**src/rtl/nbr64_eval_ctrl.sv**
```systemverilog
// Sequencing controller for a 64-bit bistable-ring PUF: N evaluations per challenge, majority vote.
// Optional all-evaluations-agree flag (rsp_stable) is built when NBR_STABILITY_EN is defined.
module nbr64_eval_ctrl #(
    parameter int RESET_CYCLES  = 4,
    parameter int SETTLE_CYCLES = 16,
    parameter int NUM_EVAL      = 5,
    parameter int CNT_W         = $clog2(NUM_EVAL + 1)
) (
    input  logic             CLK,
    input  logic             RESET,
    input  logic             req_valid,
    output logic             req_ready,
    input  logic [63:0]      req_challenge,
    output logic             rsp_valid,
    input  logic             rsp_ready,
    output logic             rsp_bit,
    output logic [CNT_W-1:0] rsp_ones,
`ifdef NBR_STABILITY_EN
    output logic             rsp_stable,
`endif
    output logic             PUF_RESET,
    output logic [63:0]      PUF_C,
    input  logic             PUF_OUT
);

    localparam int CYC_MAX = (RESET_CYCLES > SETTLE_CYCLES) ?
                             RESET_CYCLES : SETTLE_CYCLES;
    localparam int CYC_W = $clog2(CYC_MAX + 1);

    localparam logic [CYC_W-1:0] RST_LAST = CYC_W'(RESET_CYCLES - 1);
    localparam logic [CYC_W-1:0] SET_LAST = CYC_W'(SETTLE_CYCLES - 1);
    localparam logic [CNT_W-1:0] EVAL_LAST = CNT_W'(NUM_EVAL - 1);
    localparam logic [CNT_W-1:0] HALF = CNT_W'(NUM_EVAL / 2);

    typedef enum logic [2:0] {
        S_IDLE,
        S_RST,
        S_SETTLE,
        S_SAMPLE,
        S_DONE
    } state_t;

    state_t           r_state;
    state_t           w_nxt;
    logic [CYC_W-1:0] r_cyc;
    logic [CNT_W-1:0] r_eval;
    logic [CNT_W-1:0] r_ones;
    logic [63:0]      r_puf_c;
    logic             r_puf_reset;
    logic             r_req_ready;
    logic             r_rsp_valid;
    logic             r_meta;
    logic             r_sync;
    logic             w_accept;
    logic             w_timed;

    // PUF_OUT is asynchronous; no reset so the flops never mask a metastable edge
    always_ff @(posedge CLK) begin
        r_meta <= PUF_OUT;
        r_sync <= r_meta;
    end

    always_comb begin
        w_nxt    = r_state;
        w_accept = 1'b0;
        unique case (r_state)
            S_IDLE: begin
                if (req_valid && r_req_ready) begin
                    w_nxt    = S_RST;
                    w_accept = 1'b1;
                end
            end
            S_RST: begin
                if (r_cyc == RST_LAST) w_nxt = S_SETTLE;
            end
            S_SETTLE: begin
                if (r_cyc == SET_LAST) w_nxt = S_SAMPLE;
            end
            S_SAMPLE: begin
                w_nxt = (r_eval == EVAL_LAST) ? S_DONE : S_RST;
            end
            S_DONE: begin
                if (r_rsp_valid && rsp_ready) w_nxt = S_IDLE;
            end
            default: w_nxt = S_IDLE;
        endcase
    end

    assign w_timed = (r_state == S_RST) || (r_state == S_SETTLE);

    always_ff @(posedge CLK) begin
        if (RESET) begin
            r_state     <= S_IDLE;
            r_cyc       <= '0;
            r_eval      <= '0;
            r_ones      <= '0;
            r_puf_c     <= '0;
            r_puf_reset <= 1'b1;
            r_req_ready <= 1'b0;
            r_rsp_valid <= 1'b0;
        end else begin
            r_state     <= w_nxt;
            r_puf_reset <= (w_nxt != S_SETTLE);
            r_req_ready <= (w_nxt == S_IDLE);
            r_rsp_valid <= (w_nxt == S_DONE);
            if (w_timed && (w_nxt == r_state)) begin
                r_cyc <= r_cyc + 1'b1;
            end else begin
                r_cyc <= '0;
            end
            if (w_accept) begin
                r_puf_c <= req_challenge;
                r_ones  <= '0;
                r_eval  <= '0;
            end else if (r_state == S_SAMPLE) begin
                r_ones <= r_ones + CNT_W'(r_sync);
                r_eval <= r_eval + 1'b1;
            end
        end
    end

`ifdef NBR_STABILITY_EN
    logic r_first;
    logic r_mis;

    always_ff @(posedge CLK) begin
        if (RESET) begin
            r_first <= 1'b0;
            r_mis   <= 1'b0;
        end else if (w_accept) begin
            r_first <= 1'b0;
            r_mis   <= 1'b0;
        end else if (r_state == S_SAMPLE) begin
            if (r_eval == '0) begin
                r_first <= r_sync;
            end else if (r_sync != r_first) begin
                r_mis <= 1'b1;
            end
        end
    end

    assign rsp_stable = r_rsp_valid && !r_mis;
`endif

    assign req_ready = r_req_ready;
    assign rsp_valid = r_rsp_valid;
    assign rsp_bit   = r_rsp_valid && (r_ones > HALF);
    assign rsp_ones  = r_ones;
    assign PUF_RESET = r_puf_reset;
    assign PUF_C     = r_puf_c;

endmodule

```
**config.mk**
```make
export PLATFORM = sky130hd
export DESIGN_NAME = nbr64_eval_ctrl
export DESIGN_NICKNAME = d
export VERILOG_FILES = /design/src/rtl/nbr64_eval_ctrl.sv
export SDC_FILE = /design/constraint.sdc
export NUM_CORES = 1
export LEC_CHECK = 0
export CAP_MARGIN = 5
export CORE_AREA = 5 5 92 94
export DETAILED_ROUTE_END_ITERATION = 10
export DIE_AREA = 0 0 97 99
export GPL_ROUTABILITY_DRIVEN = 0
export PLACE_DENSITY_LB_ADDON = 0.25
export SYNTH_ARGS = -nofsm -noshare
export SYNTH_HDL_FRONTEND = slang
export SYNTH_SLANG_ARGS = --single-unit
```
**constraint.sdc**
```tcl
create_clock -name CLK -period 2.1 [get_ports CLK]
set_input_delay 0.21 -clock CLK [delete_from_list [all_inputs] [get_ports CLK]]
set_output_delay 0.21 -clock CLK [all_outputs]
set_load 0.01 [all_outputs]
```
Word level (Yosys, flattened, before mapping)

Index checks and enable logic that the tools add are counted.

Bits in registers: 83
Bits in latches: 0
RAM bits: 0
Bits in read-only memories: 0
Output and inout bits: 71
Memories: 0

$add $sub $neg: 3
Multipliers: 0
Divide/modulo/power cells: 0
$lt $le $gt $ge: 1
Eq/ne operators: 10
Shift-type cells: 0
Mux-type cells: 8
Bitwise operators: 1
Reduce and logical (&&, ||, !) cells: 9

Operators by type and width:

| operator                                                      | count |
|---|---|
| two-way mux 3 bit                                             | 5 |
| one-hot mux 3 bit (5 select lines)                            | 1 |
| == test 3 bit, second input constant                          | 3 |
| == test 3 x 2 -> 1 bit, second input constant                 | 2 |
| zero test 3 bit                                               | 2 |
| adder 5 x 1 -> 5 bit, second input constant                   | 1 |
| == test 5 x 2 -> 1 bit, second input constant                 | 1 |
| == test 5 x 4 -> 1 bit, second input constant                 | 1 |
| logical AND 1 bit                                             | 4 |
| OR reduction 2 bit                                            | 2 |
| adder 3 x 1 -> 3 bit                                          | 1 |
| adder 3 x 1 -> 3 bit, second input constant                   | 1 |
| == test 3 x 1 -> 1 bit, second input constant                 | 1 |
| == test 3 bit                                                 | 1 |
| greater-than comparator 3 x 2 -> 1 bit, second input constant | 1 |
| inequality test 3 x 2 -> 1 bit, second input constant         | 1 |
| two-way mux 1 bit                                             | 2 |
| logical OR 1 bit                                              | 1 |
| inverter 1 bit                                                | 1 |

Longest topological paths before layout

Depth after elaboration: 7
Depth in mapped cells: 7

Least setup slack after synthesis

Ideal clock, no wire load.

Path kind: reg-to-reg
Start: register r_cyc[0]
End: register r_puf_reset, in the netlist PUF_RESET
Data arrival time: 1640 ps
Required time: 1973 ps
Slack: 333 ps
Cell stages (with the launch flop): 6
Path buffers: 0
Clock period less this slack: 1767 ps
Path through: dfxtp_1 ha_1 nor4b_1 nor3_1 or3b_1 or3_1

Longest elaborated chain between the ends: 4

Ends and longest elaborated chain:

| element                                                                 | RTL line | text |
|---|---|---|
| start: declaration                                                      | 45       | `logic [CYC_W-1:0] r_cyc;` |
| start signal: assignment                                                | 107      | `r_cyc <= r_cyc + 1'b1;` |
| == test 5 x 4 -> 1 bit / == test 5 x 2 -> 1 bit (equally long branches) | 77, 74   |  |
| two-way mux 3 bit (on tied branches)                                    | 77, 74   |  |
| one-hot mux 3 bit (5 select lines) *                                    | 66       | `unique case (r_state)` |
| inequality test 3 x 2 -> 1 bit *                                        | 103      | `r_puf_reset <= (w_nxt != S_SETTLE);` |
| end signal: assignment                                                  | 103      |  |
| end: declaration                                                        | 49       | `logic r_puf_reset;` |

Every way passes the cells marked *; elsewhere a longest branch is shown, timed or not.
A chain may end at the register's enable or synchronous reset.

Final worst setup path

Same ends and word-level chain as after synthesis.

==> results.txt <==
The synthesized design spends more area on one cell type than any other, namely sky130_fd_sc_hd__dfxtp_1. The post-detailed-route wirelength per cell is 13.6 um. The via count of the first global-routing pass was 2790. The worst slew slack as a fraction of its limit is 0.644. The master cell of the clock root buffer is sky130_fd_sc_hd__clkbuf_8. The total number of nets in the final design came out at 568. The full die area is 9600 sq um. Yosys attributes the largest share of cell area to sky130_fd_sc_hd__dfxtp_1 56%, sky130_fd_sc_hd__nand2_1 16%, sky130_fd_sc_hd__a21oi_1 11%. The remaining routing DRC violations came out at 0. During synthesis, Yosys emitted a total of 0 warnings. The largest voltage drop on the vdd net is 0.000384 V. 140 I/O pins were placed.

The clock tree from TritonCTS is yes. The achievable frequency came out at 0.540 GHz. The post-cts sizing count came out at 0. In this run the tool buffered the top-level ports with 139 buffer cells. In the synthesized netlist the dominant register cell turns out to be sky130_fd_sc_hd__dfxtp_1.

The post-route core utilization came out at 0.622. The count of flip-flops with a built-in enable after synthesis is 0. The worst register-to-register path has a setup slack of 0.25 ns. The layout cell share with drive strength beyond 1 came out at 0.0542. The number of antenna violations at the first check in global routing was 0.

The count of H-tree levels built during CTS is 3. The region available for standard cell placement spans 7570 sq um. Summed over all layers, the global routing overflow is 0.

The sort of element at the end of the critical path is a flip-flop. The setup TNS came out at 0 ns. The number of endpoints with negative hold slack in the final report came out at 0.

The starting utilization of the core area came out at 0.395. The data arrival time at the worst-slack endpoint is 2.09 ns. The power density relative to cell area came out at 754 nW/um^2. The first-pass detailed-route iteration total is 4. The pin slew with the least headroom to its limit is 0.528 ns. Setup repair after global routing left no endpoint under its margin. The total of flip-flops plus latches after synthesis is 83. The tool flagged a number of max-cap violations equal to 0. The number of buffers inserted by hold repair at cts came out at 0. The type of the tightest min-delay check is input pin to flip-flop. For this run, global-route usage on met2 was measured as 0.290. The cell count after synthesis is 360. The mean area per synthesized cell is 8.29 sq um.

Across every metal layer, demand over resource in global routing totals 0.169. The first-pass GRT wire length came out at 13.2 mm. Along the worst path, the maximum fanout reaches 3.

Fill cells in the final layout number 650. The global-route met1 utilization came out at 0.182. In the post-route analysis, the smallest setup slack over all paths is 0.249 ns. After floorplanning, the core was divided into 32 placement rows. The residual antenna-violating net count after detailed routing came out at 0.

The worst setup path is of the flip-flop to flip-flop kind. Dividing the detail-routed via count by the number of cells gives 4.68. The combined area of all synthesized cells is 2990 sq um. The insertion delay to the later sink of the worst-skew pair is 0.35 ns. The area growth from synthesis to final layout came out at 57.6%. OpenSTA, run right after detailed placement, puts the worst setup slack at 0.304 ns.

The max-slew violation count is 0. Counting every net in the synthesized netlist gives 435. The number of diodes added for antenna fixing came out at 0. Of the post-synthesis cell area, the dominant cell type holds 0.557.

The final wirelength is 8.14 mm. The proportion of synthesized chip area in sequential cells is 0.557. The maximum clock path buffer count is 2. The ratio of final minimum period to clock period came out at 0.881.

The met3 usage came out at 0.0722. In this run the horizontal extent of the chip is 97 um. The total clock buffers created by CTS is 9.

STA puts the critical path data required time at 2.33 ns. The post-DP HPWL came out at 5.78 mm. The buffers inserted during post-CTS setup optimization came out at 0. The largest net degree at the start of global routing came out at 38. The leakage power figure came out at 1.69 nW.

The count of vias placed by the detailed router came out at 2808. The tree built by TritonCTS fans out to 83 sinks. The share of flip-flops with an asynchronous set or reset after synthesis is 0. The run finished with clean final reports.

The post-CTS clock slew at the launch and capture registers of the worst setup and hold paths is 0.08 ns. The clock period minus final worst setup slack is 1.85 ns. The distinct cell type count of the synthesized netlist is 28. The detailed router finished its first iteration with 74 violations. The setup violation total in the final timing report is 0. The height of the die is 99 um. After global routing, the most crowded layer is met2. STA classifies the critical path startpoint as a flip-flop. The largest clock skew in the final design is 0.00872 ns.
## flip-flops by register name, indices dropped and copies added, names as in the netlist
register   cells
PUF_C         64
PUF_RESET      1
r_cyc          5
r_eval         3
r_meta         1
r_state        3
r_sync         1
req_ready      1
rsp_ones       3
rsp_valid      1
## layer usage
metal  up-vias  routed length, um
li1       1431                  -
met4         0                151
met3        13                710
met1      1278               3280
met5         -                  0
met2        86               3990
## path summary, 6_finish.rpt
path	startpoint	endpoint	depth (start not counted)
min	RESET	r_state[1]$_SDFF_PP0_	2
min reg2reg	r_meta$_DFF_P_	r_sync$_DFF_P_	0
max reg2reg	r_cyc[0]$_SDFF_PP0_	PUF_RESET$_SDFF_PP1_	5
max	r_cyc[0]$_SDFF_PP0_	PUF_RESET$_SDFF_PP1_	5
## critical path, cell delays in order, from the launching register on
cell and delay [ns]:
sky130_fd_sc_hd__dfxtp_1 0.37, sky130_fd_sc_hd__ha_1 0.23, sky130_fd_sc_hd__nor4b_1 0.36, sky130_fd_sc_hd__nor3_1 0.11, sky130_fd_sc_hd__or3b_1 0.38, sky130_fd_sc_hd__or3_1 0.30
## through the flow
stage	cells	power [mW]	hold slack, ns	cell area [sq um]
after floorplan	360	1.91	0.238	2990
after global placement	584	2.21	0.312	4460
after detailed placement	584	2.22	0.334	4460
after CTS	600	3.60	0.255	4700
after global routing	600	3.71	0.278	4700
final	600	3.55	0.265	4700
## final cells by class
class / instances / area (sq um) / area share
clock inverter: 5 / 100 / 0.0213
inverter: 5 / 18.8 / 0.00399
multi-input combinational: 247 / 1200 / 0.254
timing repair buffer: 147 / 1460 / 0.310
sequential: 83 / 1660 / 0.353
clock buffer: 11 / 141 / 0.0301
tap: 102 / 128 / 0.0271
## cell families (layout without fill, tap and decap cells)
kind of cell | after synthesis | after routing | share of synthesized area
AOI/OAI and AO/OA | 71 | 71 | 0.128
xor gates and xnor gates | 5 | 5 | 0.0147
adders and majority gates | 6 | 6 | 0.0251
buffers and inverters | 30 | 168 | 0.0427
DFF | 83 | 83 | 0.557
muxes | 3 | 3 | 0.0101
and+or+nand+nor | 162 | 162 | 0.223
## where the power goes
group          switching (mW)  total [mW]  leakage (nW)  internal, mW
Sequential             0.0363        1.68         0.675          1.65
Combinational           0.216       0.498         0.895         0.282
Clock                   0.551        1.37         0.123         0.819
Total                   0.803        3.55          1.69          2.75
## cell usage after synthesis (all sizes together) (2+ instances only)
| cell | number |
|---|---|
| nor2 | 11 |
| xor2 | 3 |
| dfxtp | 83 |
| buf | 2 |
| clkbuf | 23 |
| ha | 6 |
| mux2i | 3 |
| xnor2 | 2 |
| a21oi | 66 |
| nor3 | 8 |
| and3 | 2 |
| inv | 5 |
| or3 | 2 |
| nand2 | 130 |
## cells in the final DEF, fill, tap and decap left out
master / instances
sky130_fd_sc_hd__clkdlybuf4s50_1: 138
sky130_fd_sc_hd__nand2_1: 130
sky130_fd_sc_hd__dfxtp_1: 83
sky130_fd_sc_hd__a21oi_1: 66
sky130_fd_sc_hd__nor2_1: 11
sky130_fd_sc_hd__clkbuf_8: 10
sky130_fd_sc_hd__nor3_1: 8
sky130_fd_sc_hd__buf_4: 7
sky130_fd_sc_hd__ha_1: 6
sky130_fd_sc_hd__inv_1: 5
sky130_fd_sc_hd__xor2_1: 3
sky130_fd_sc_hd__mux2i_1: 3
sky130_fd_sc_hd__bufinv_16: 3
sky130_fd_sc_hd__and3_1: 2
sky130_fd_sc_hd__or3_1: 2
sky130_fd_sc_hd__xnor2_1: 2
sky130_fd_sc_hd__clkinv_2: 2
sky130_fd_sc_hd__nor2b_1: 1
sky130_fd_sc_hd__and4b_2: 1
sky130_fd_sc_hd__nand4b_1: 1
sky130_fd_sc_hd__nor4b_1: 1
sky130_fd_sc_hd__nand2b_1: 1
sky130_fd_sc_hd__o41ai_1: 1
sky130_fd_sc_hd__o21ba_2: 1
sky130_fd_sc_hd__a2bb2oi_1: 1
sky130_fd_sc_hd__nand3_1: 1
sky130_fd_sc_hd__and3b_1: 1
sky130_fd_sc_hd__a211oi_1: 1
sky130_fd_sc_hd__a32oi_2: 1
sky130_fd_sc_hd__or3b_1: 1
sky130_fd_sc_hd__nor3b_1: 1
sky130_fd_sc_hd__clkbuf_1: 1
sky130_fd_sc_hd__buf_2: 1
sky130_fd_sc_hd__buf_12: 1
Note: power is estimated with default switching activity, not from simulation.
